## config.mk

```make
export PLATFORM = sky130hd
export DESIGN_NAME = keypad_entry_ctrl
export DESIGN_NICKNAME = d
export VERILOG_FILES = /design/src/rtl/keypad_entry_ctrl.sv
export SDC_FILE = /design/constraint.sdc
export NUM_CORES = 1
export LEC_CHECK = 0
export CORE_ASPECT_RATIO = 1.75
export CORE_UTILIZATION = 56
export CTS_BUF_LIST = sky130_fd_sc_hd__clkbuf_8
export DETAILED_ROUTE_END_ITERATION = 8
export GPL_ROUTABILITY_DRIVEN = 0
export PLACE_DENSITY = 0.82
export SLEW_MARGIN = 20
export SYNTH_ARGS = -nofsm -noshare
export SYNTH_HDL_FRONTEND = slang
export SYNTH_SLANG_ARGS = --single-unit
export TNS_END_PERCENT = 1
```

## constraint.sdc

```tcl
create_clock -name clk -period 2.26 [get_ports clk]
set_clock_uncertainty 0.05 [all_clocks]
set_input_delay 0.452 -clock clk [delete_from_list [all_inputs] [get_ports clk]]
set_output_delay 0.452 -clock clk [all_outputs]
set_load 0.02 [all_outputs]
```

## src/rtl/keypad_entry_ctrl.sv

```systemverilog
// Keypad entry controller: one action per press/release, 4-digit hex entry buffer
// with backspace, enter (commit) and clear keys; release detected by a low-time timer.
//
// state        | meaning
// IDLE         | waiting for key_pressed to start a new press
// ACCEPT       | one cycle: apply the captured key code to the buffer
// WAIT_RELEASE | ignore the key until key_pressed stays low RELEASE_CYCLES cycles
module keypad_entry_ctrl #(
  parameter int RELEASE_CYCLES = 500000
) (
  input  logic        clk,
  input  logic        rst,
  input  logic [3:0]  key_code,
  input  logic        key_pressed,
  output logic [15:0] disp_value,
  output logic [3:0]  digit_en,
  output logic [15:0] entry_value,
  output logic        entry_valid,
  output logic        key_event
);

  localparam int TW = $clog2(RELEASE_CYCLES + 1);
  localparam logic [TW-1:0] TIMER_TC  = TW'(RELEASE_CYCLES - 1);
  localparam logic [TW-1:0] TIMER_MAX = {TW{1'b1}};

  localparam logic [3:0] CODE_BKSP  = 4'hD;
  localparam logic [3:0] CODE_ENTER = 4'hE;
  localparam logic [3:0] CODE_CLEAR = 4'hF;

  typedef enum logic [1:0] {
    IDLE         = 2'd0,
    ACCEPT       = 2'd1,
    WAIT_RELEASE = 2'd2
  } state_t;

  state_t        state;
  logic [TW-1:0] timer;
  logic [3:0]    code_q;
  logic [2:0]    count;

  always_ff @(posedge clk or posedge rst) begin
    if (rst) begin
      state       <= IDLE;
      timer       <= '0;
      code_q      <= '0;
      count       <= '0;
      disp_value  <= '0;
      entry_value <= '0;
      entry_valid <= 1'b0;
      key_event   <= 1'b0;
    end else begin
      key_event   <= 1'b0;
      entry_valid <= 1'b0;
      case (state)
        IDLE: begin
          timer <= '0;
          if (key_pressed) begin
            code_q <= key_code;
            state  <= ACCEPT;
          end
        end
        ACCEPT: begin
          key_event <= 1'b1;
          timer     <= '0;
          state     <= WAIT_RELEASE;
          case (code_q)
            CODE_BKSP: begin
              if (count != 3'd0) begin
                disp_value <= {4'h0, disp_value[15:4]};
                count      <= count - 3'd1;
              end
            end
            CODE_ENTER: begin
              entry_value <= disp_value;
              entry_valid <= 1'b1;
              disp_value  <= '0;
              count       <= '0;
            end
            CODE_CLEAR: begin
              disp_value <= '0;
              count      <= '0;
            end
            default: begin
              // A fifth digit is dropped but still acknowledged with key_event.
              if (count < 3'd4) begin
                disp_value <= {disp_value[11:0], code_q};
                count      <= count + 3'd1;
              end
            end
          endcase
        end
        WAIT_RELEASE: begin
          if (key_pressed) begin
            timer <= '0;
          end else if (timer == TIMER_TC) begin
            timer <= '0;
            state <= IDLE;
          end else if (timer != TIMER_MAX) begin
            timer <= timer + TW'(1);
          end
        end
        default: begin
          state <= IDLE;
          timer <= '0;
        end
      endcase
    end
  end

  always_comb begin
    digit_en = 4'b0000;
    case (count)
      3'd1:    digit_en = 4'b0001;
      3'd2:    digit_en = 4'b0011;
      3'd3:    digit_en = 4'b0111;
      3'd4:    digit_en = 4'b1111;
      default: digit_en = 4'b0000;
    endcase
  end

endmodule
```

==> results.json, run 1 <==
{
  "h-tree-depth": 3,
  "min-delay-path-class": "in -> async",
  "max-clock-path-buffers": 2,
  "finalWirelength_um": 6610,
  "post_synth_instance_area_mm2": 0.00306,
  "final_cell_count_no_fill": 406,
  "horizontal_die_dimension_um": 57.9,
  "cts_inserted_buffers": 9,
  "routed_via_density": 6.05,
  "clock_insertion_delay_at_the_later_pin_of_the_skew_report_ns": 0.34,
  "achievable-frequency_mhz": 446,
  "run_status": "complete, but fails checks",
  "finish.utilization": 0.726,
  "syn_nets": 300,
  "number_of_max_slew_violations_in_the_final_report": 0,
  "ff2ff_path_depth": 7,
  "min_period_over_period": 0.993,
  "row_count": 35,
  "synthArstFlopShare": 1.00,
  "detail-route-antenna-nets": 0,
  "synth.yosys.seq_area_share": 0.507,
  "drt-pass1-iter-count": 6,
  "holdBufCountCts": 0,
  "fp.coreArea_mm2": 0.00526,
  "timing.critical_path.from_type": "flop",
  "worst_supply_voltage_drop_on_vdd_mv": 0.423,
  "yosys_register_bits": 62,
  "num-nets-final": 360,
  "clk_pin_slew_worst_paths_ns": 0.08,
  "slew_headroom": 0.685,
  "smallest_setup_slack_after_layout_ns": 0.0156,
  "synthToLayoutAreaGrowth_pct": 24.7,
  "number_of_unique_standard_cell_types_used_by_synthesis": 56,
  "drive_gt1_frac": 0.154,
  "cts-root-buf": "sky130_fd_sc_hd__clkbuf_8",
  "ys.flop_type": "sky130_fd_sc_hd__dfrtp_1",
  "layout.cells.most_common_list": "sky130_fd_sc_hd__dfrtp_1 (62), sky130_fd_sc_hd__clkdlybuf4s50_1 (40), sky130_fd_sc_hd__nor2_1 (27), sky130_fd_sc_hd__nand2_1 (24), sky130_fd_sc_hd__nand3_1 (20)",
  "r2r-start": "count[0]$_DFFE_PP0P_",
  "violations": "design-rule violations",
  "rrSetupSlack_ns": 0.14,
  "maxCapViolCount": 0,
  "fillers": 386,
  "power.leakage_nw": 1.73,
  "hold_viol_final": 0,
  "hpwl_um": 4760,
  "power_density_mw_per_mm2": 741,
  "rr_endpoint": "disp_value[8]$_DFFE_PP0P_",
  "fp.dieH_um": 99.8,
  "clk_sink_count": 62,
  "synth_cells": 286,
  "cp.arrival_ns": 1.74,
  "drt_drc_violations_left": 5,
  "track_usage": 0.249,
  "fin_crit_ns": 2.24,
  "dieArea_mm2": 0.00578,
  "endpoint_kind": "output port",
  "io_buffers": 44,
  "ys_warn_count": 0,
  "number_of_enable_flip_flop_cells_after_synthesis": 0,
  "cts_tree": "built",
  "start_util": 0.583,
  "routed_wire_per_std_cell_um": 16.3,
  "detailroute.via_count": 2456,
  "grt_start_max_net_pins": 63,
  "final.setup.tns_ns": 0,
  "rsz0062_at_grt": "true",
  "worst-endpoint-required_ns": 1.76,
  "worst_slack_at_placement_ns": -0.0108,
  "grt_pass1_vias": 2412,
  "syn_area_per_cell_um2": 10.7,
  "timing_worst_setup_path_type": "reg -> out",
  "mostFrequentLayoutCell": "sky130_fd_sc_hd__dfrtp_1",
  "finished_cell_area_mm2": 0.00382,
  "global_route.overflow_total": 0,
  "dpl_cell_area_mm2": 0.00362,
  "dr.first_iter.drc_count": 75,
  "tightestPinTransition_ns": 0.468,
  "io-pin-count": 45,
  "setup_violators_final": 0,
  "antenna_cells_inserted": 0,
  "wire_length_of_the_first_global_routing_pass_um": 10900,
  "crit_fanout": 3,
  "grt_antenna_before_repair": 0,
  "dp.cells": 388
}
[power by group]
group          internal, W  total [W]  switching, W
sequential         0.00121    0.00135      0.000145
combinational     0.000256   0.000542      0.000286
clock             0.000500   0.000933      0.000433
total              0.00197    0.00283      0.000863
[what timing repair did]
item                                    in CTS  in global routing
setup buffers                                2                  0
resized for setup                            8                  4
endpoints found under the setup margin       4                 13
[stage by stage]
stage          hold slack (ns)  power (W)
6_report                 0.441    0.00283
5_1_grt                  0.461    0.00295
4_1_cts                  0.446    0.00284
3_5_place_dp             0.431    0.00191
3_3_place_gp             0.423    0.00189
2_1_floorplan            0.441    0.00165
[state kept, by name, indices dropped and copies added (netlist names)]
name	count
state	2
code_q	4
key_event	1
entry_valid	1
disp_value	16
count	3
timer	19
entry_value	16
[area by class of cell]
class / count / area (um^2) / area share
sequential: 62 / 1550 / 0.406
multi-input combinational: 204 / 1410 / 0.370
timing repair buffer: 60 / 561 / 0.147
clock buffer: 9 / 124 / 0.0324
tap: 55 / 68.8 / 0.0180
clock inverter: 7 / 65.1 / 0.0170
inverter: 9 / 33.8 / 0.00885
[synthesized netlist by cell type, drive strengths merged, types with 2 or more instances]
cell type / count / area [um^2]
clkbuf: 3 / 11.3
a221oi: 12 / 123
ha: 7 / 87.6
nand2: 24 / 90.1
nand3b: 2 / 15.0
xnor2: 2 / 17.5
nor4: 7 / 65.1
or4: 2 / 15.0
inv: 9 / 33.8
o31ai: 3 / 22.5
a31oi: 5 / 31.3
nor2: 27 / 101
mux2: 21 / 236
nand3: 20 / 100
nor3: 4 / 25.0
or3: 5 / 31.3
nand2b: 4 / 25.0
nor2b: 2 / 12.5
a21o: 3 / 22.5
and4: 2 / 17.5
dfrtp: 62 / 1550
nand4: 6 / 58.8
a21oi: 10 / 50.1
mux2i: 3 / 30.0
o21ai: 12 / 60.1
or2: 5 / 31.3
buf: 8 / 55.1
[critical path, cell delays in order (launching register included)]
cell and delay [ns]:
sky130_fd_sc_hd__dfrtp_1 0.40, sky130_fd_sc_hd__inv_2 0.06, sky130_fd_sc_hd__ha_2 0.19, sky130_fd_sc_hd__mux2_2 0.28, sky130_fd_sc_hd__a21o_1 0.17, sky130_fd_sc_hd__a21o_1 0.15, sky130_fd_sc_hd__buf_2 0.15
[layer usage]
metal  vias up  global-route usage  routed length, um
met5         -                   0                  0
met4         0               0.148                193
met3        19              0.0451                214
met2        63               0.449               3700
met1      1196               0.261               2500
li1       1178                   -                  -
[cells by family (layout without fill, tap and decap cells)]
group / count (synthesis) / count (layout) / synth area share
xor gates and xnor gates: 3 / 3 / 0.00858
and+or+nand+nor: 117 / 117 / 0.212
muxes: 24 / 24 / 0.0870
AOI/OAI and AO/OA: 53 / 53 / 0.124
buffers and inverters: 20 / 85 / 0.0327
adders and majority gates: 7 / 7 / 0.0286
DFF: 62 / 62 / 0.507
[worst max path at each step]
| stage | start | to | slack, ns | cells after the start |
|---|---|---|---|---|
| floorplan | rst | code_q[0]$_DFFE_PP0P_ | 0.22 | 1 |
| global placement | count[1]$_DFFE_PP0P_ | digit_en[0] | 0.05 | 6 |
| detailed placement | count[0]$_DFFE_PP0P_ | digit_en[0] | -0.01 | 6 |
| CTS | count[0]$_DFFE_PP0P_ | digit_en[0] | 0.01 | 6 |
| global route | count[0]$_DFFE_PP0P_ | digit_en[0] | -0.04 | 5 |
| finish | count[0]$_DFFE_PP0P_ | digit_en[0] | 0.02 | 6 |
No activity file was read; power rests on OpenSTA's default activity.
==> inputs of run 2 (changes only) <==
--- a/config.mk
+++ b/config.mk
@@ -5,12 +5,14 @@
 export SDC_FILE = /design/constraint.sdc
 export NUM_CORES = 1
 export LEC_CHECK = 0
+export CELL_PAD_IN_SITES_DETAIL_PLACEMENT = 1
+export CELL_PAD_IN_SITES_GLOBAL_PLACEMENT = 1
 export CORE_ASPECT_RATIO = 1.75
-export CORE_UTILIZATION = 56
+export CORE_UTILIZATION = 44
 export CTS_BUF_LIST = sky130_fd_sc_hd__clkbuf_8
 export DETAILED_ROUTE_END_ITERATION = 8
 export GPL_ROUTABILITY_DRIVEN = 0
-export PLACE_DENSITY = 0.82
+export PLACE_DENSITY_LB_ADDON = 0.1
 export SLEW_MARGIN = 20
 export SYNTH_ARGS = -nofsm -noshare
 export SYNTH_HDL_FRONTEND = slang
==> results.json, run 2 (synthesis gave the netlist of run 1 again) <==
{
  "dp.cells": 417,
  "timing.critical_path.from_type": "flop",
  "routed_wire_per_std_cell_um": 19.3,
  "register_with_the_most_flip_flops": "timer",
  "cts-root-buf": "sky130_fd_sc_hd__clkbuf_8",
  "number_of_max_slew_violations_in_the_final_report": 0,
  "rr_endpoint": "disp_value[4]$_DFFE_PP0P_",
  "min_period_over_period": 0.969,
  "track_usage": 0.250,
  "run_status": "finished clean",
  "largestRegisters": "timer x19, disp_value x16, entry_value x16",
  "endpoint_kind": "output port",
  "crit_fanout": 4,
  "layout.cells.most_common_list": "sky130_fd_sc_hd__dfrtp_1 (62), sky130_fd_sc_hd__clkdlybuf4s50_1 (40), sky130_fd_sc_hd__nor2_1 (27), sky130_fd_sc_hd__nand2_1 (24), sky130_fd_sc_hd__nand3_1 (20)",
  "r2r-start": "count[1]$_DFFE_PP0P_",
  "cp.arrival_ns": 1.69,
  "min-delay-path-class": "in -> async",
  "achievable-frequency_mhz": 457,
  "row_count": 39,
  "timing_worst_setup_path_type": "reg -> out",
  "fillers": 727,
  "io-pin-count": 45,
  "start_util": 0.461,
  "routed_via_density": 5.77,
  "setup_violators_final": 0,
  "clock_insertion_delay_at_the_later_pin_of_the_skew_report_ns": 0.35,
  "grt_pass1_vias": 2673,
  "clk_sink_count": 62,
  "antenna_cells_inserted": 0,
  "clk_pin_slew_worst_paths_ns": 0.08,
  "multi_input_area_mm2": 0.00143,
  "worst_supply_voltage_drop_on_vdd_mv": 0.552,
  "hpwl_um": 6120,
  "final_cell_count_no_fill": 436,
  "synthToLayoutAreaGrowth_pct": 27.6,
  "drive_gt1_frac": 0.164,
  "io_buffers": 44,
  "dieArea_mm2": 0.00731,
  "smallest_setup_slack_after_layout_ns": 0.0704,
  "rrSetupSlack_ns": 0.12,
  "finalWirelength_um": 8430,
  "detailroute.via_count": 2516,
  "largest_reg_flops": 19,
  "grt_antenna_before_repair": 0,
  "power_density_mw_per_mm2": 746,
  "wire_length_of_the_first_global_routing_pass_um": 13600,
  "max-clock-path-buffers": 2,
  "fin_crit_ns": 2.19,
  "num-nets-final": 364,
  "cts_tree": "built",
  "fin_worst_hold_slack_ns": 0.360,
  "worst-endpoint-required_ns": 1.76,
  "hold_viol_final": 0,
  "horizontal_die_dimension_um": 65.1,
  "power.leakage_nw": 1.76,
  "slew_headroom": 0.708,
  "ff2ff_path_depth": 7,
  "worst_slack_at_placement_ns": -0.0413,
  "drt-pass1-iter-count": 4,
  "cts_inserted_buffers": 9,
  "fp.coreArea_mm2": 0.00664,
  "tightestPinTransition_ns": 0.434,
  "global_route.overflow_total": 0,
  "drt_drc_violations_left": 0,
  "detail-route-antenna-nets": 0,
  "fp.dieH_um": 112,
  "mostFrequentLayoutCell": "sky130_fd_sc_hd__dfrtp_1",
  "rsz0062_at_grt": "true",
  "holdBufCountCts": 0,
  "ff_latch_area_mm2": 0.00155,
  "h-tree-depth": 3,
  "grt_start_max_net_pins": 29,
  "maxCapViolCount": 0,
  "dr.first_iter.drc_count": 119
}
[run 2: layer usage]
metal  share of wire  vias to the layer above  GRT usage
li1                -                     1173          -
met2            0.58                       37      0.473
met4           0.017                        0      0.110
met5               0                        -          0
met3           0.022                       10     0.0427
met1            0.38                     1296      0.258
[run 2: worst max path at each step]
stage,depth (start not counted),endpoint,from
floorplan,1,code_q[0]$_DFFE_PP0P_,rst
global placement,5,timer[12]$_DFFE_PP0P_,key_pressed
detailed placement,5,timer[12]$_DFFE_PP0P_,key_pressed
CTS,6,digit_en[0],count[1]$_DFFE_PP0P_
global route,7,disp_value[1]$_DFFE_PP0P_,count[1]$_DFFE_PP0P_
finish,6,digit_en[0],count[1]$_DFFE_PP0P_
[run 2: final cells by class]
type	count	area share
sequential	62	0.397
multi-input combinational	204	0.366
timing repair buffer	64	0.154
clock buffer	10	0.0352
tap	82	0.0263
clock inverter	5	0.0128
inverter	9	0.00865
[run 2: worst max-delay path, stage by stage (launching register included)]
cell,delay (ns)
sky130_fd_sc_hd__dfrtp_1,0.40
sky130_fd_sc_hd__inv_2,0.08
sky130_fd_sc_hd__ha_4,0.16
sky130_fd_sc_hd__mux2_4,0.26
sky130_fd_sc_hd__a21o_1,0.16
sky130_fd_sc_hd__a21o_1,0.16
sky130_fd_sc_hd__buf_6,0.12
[run 2: what timing repair did]
action,CTS,global route
endpoints found under the setup margin,7,4
buffers inserted,2,2
gates resized for setup,9,8
[run 2: per-stage QoR]
stage | TNS [ns] | util | instance area (um^2) | power (W)
finish | 0 | 0.589 | 3910 | 0.00291
global route | -0.0120 | 0.589 | 3910 | 0.00303
CTS | -0.0173 | 0.583 | 3870 | 0.00291
detailed placement | -0.140 | 0.553 | 3670 | 0.00194
global placement | 0 | 0.553 | 3670 | 0.00191
floorplan | 0 | - | 3060 | 0.00165
[run 2: report_power, final]
part           leakage [nW]  internal (W)  switching (W)  total (W)
sequential            0.843       0.00121       0.000152    0.00136
combinational         0.811      0.000272       0.000308   0.000580
clock                 0.102      0.000526       0.000447   0.000972
total                  1.76       0.00201       0.000906    0.00291
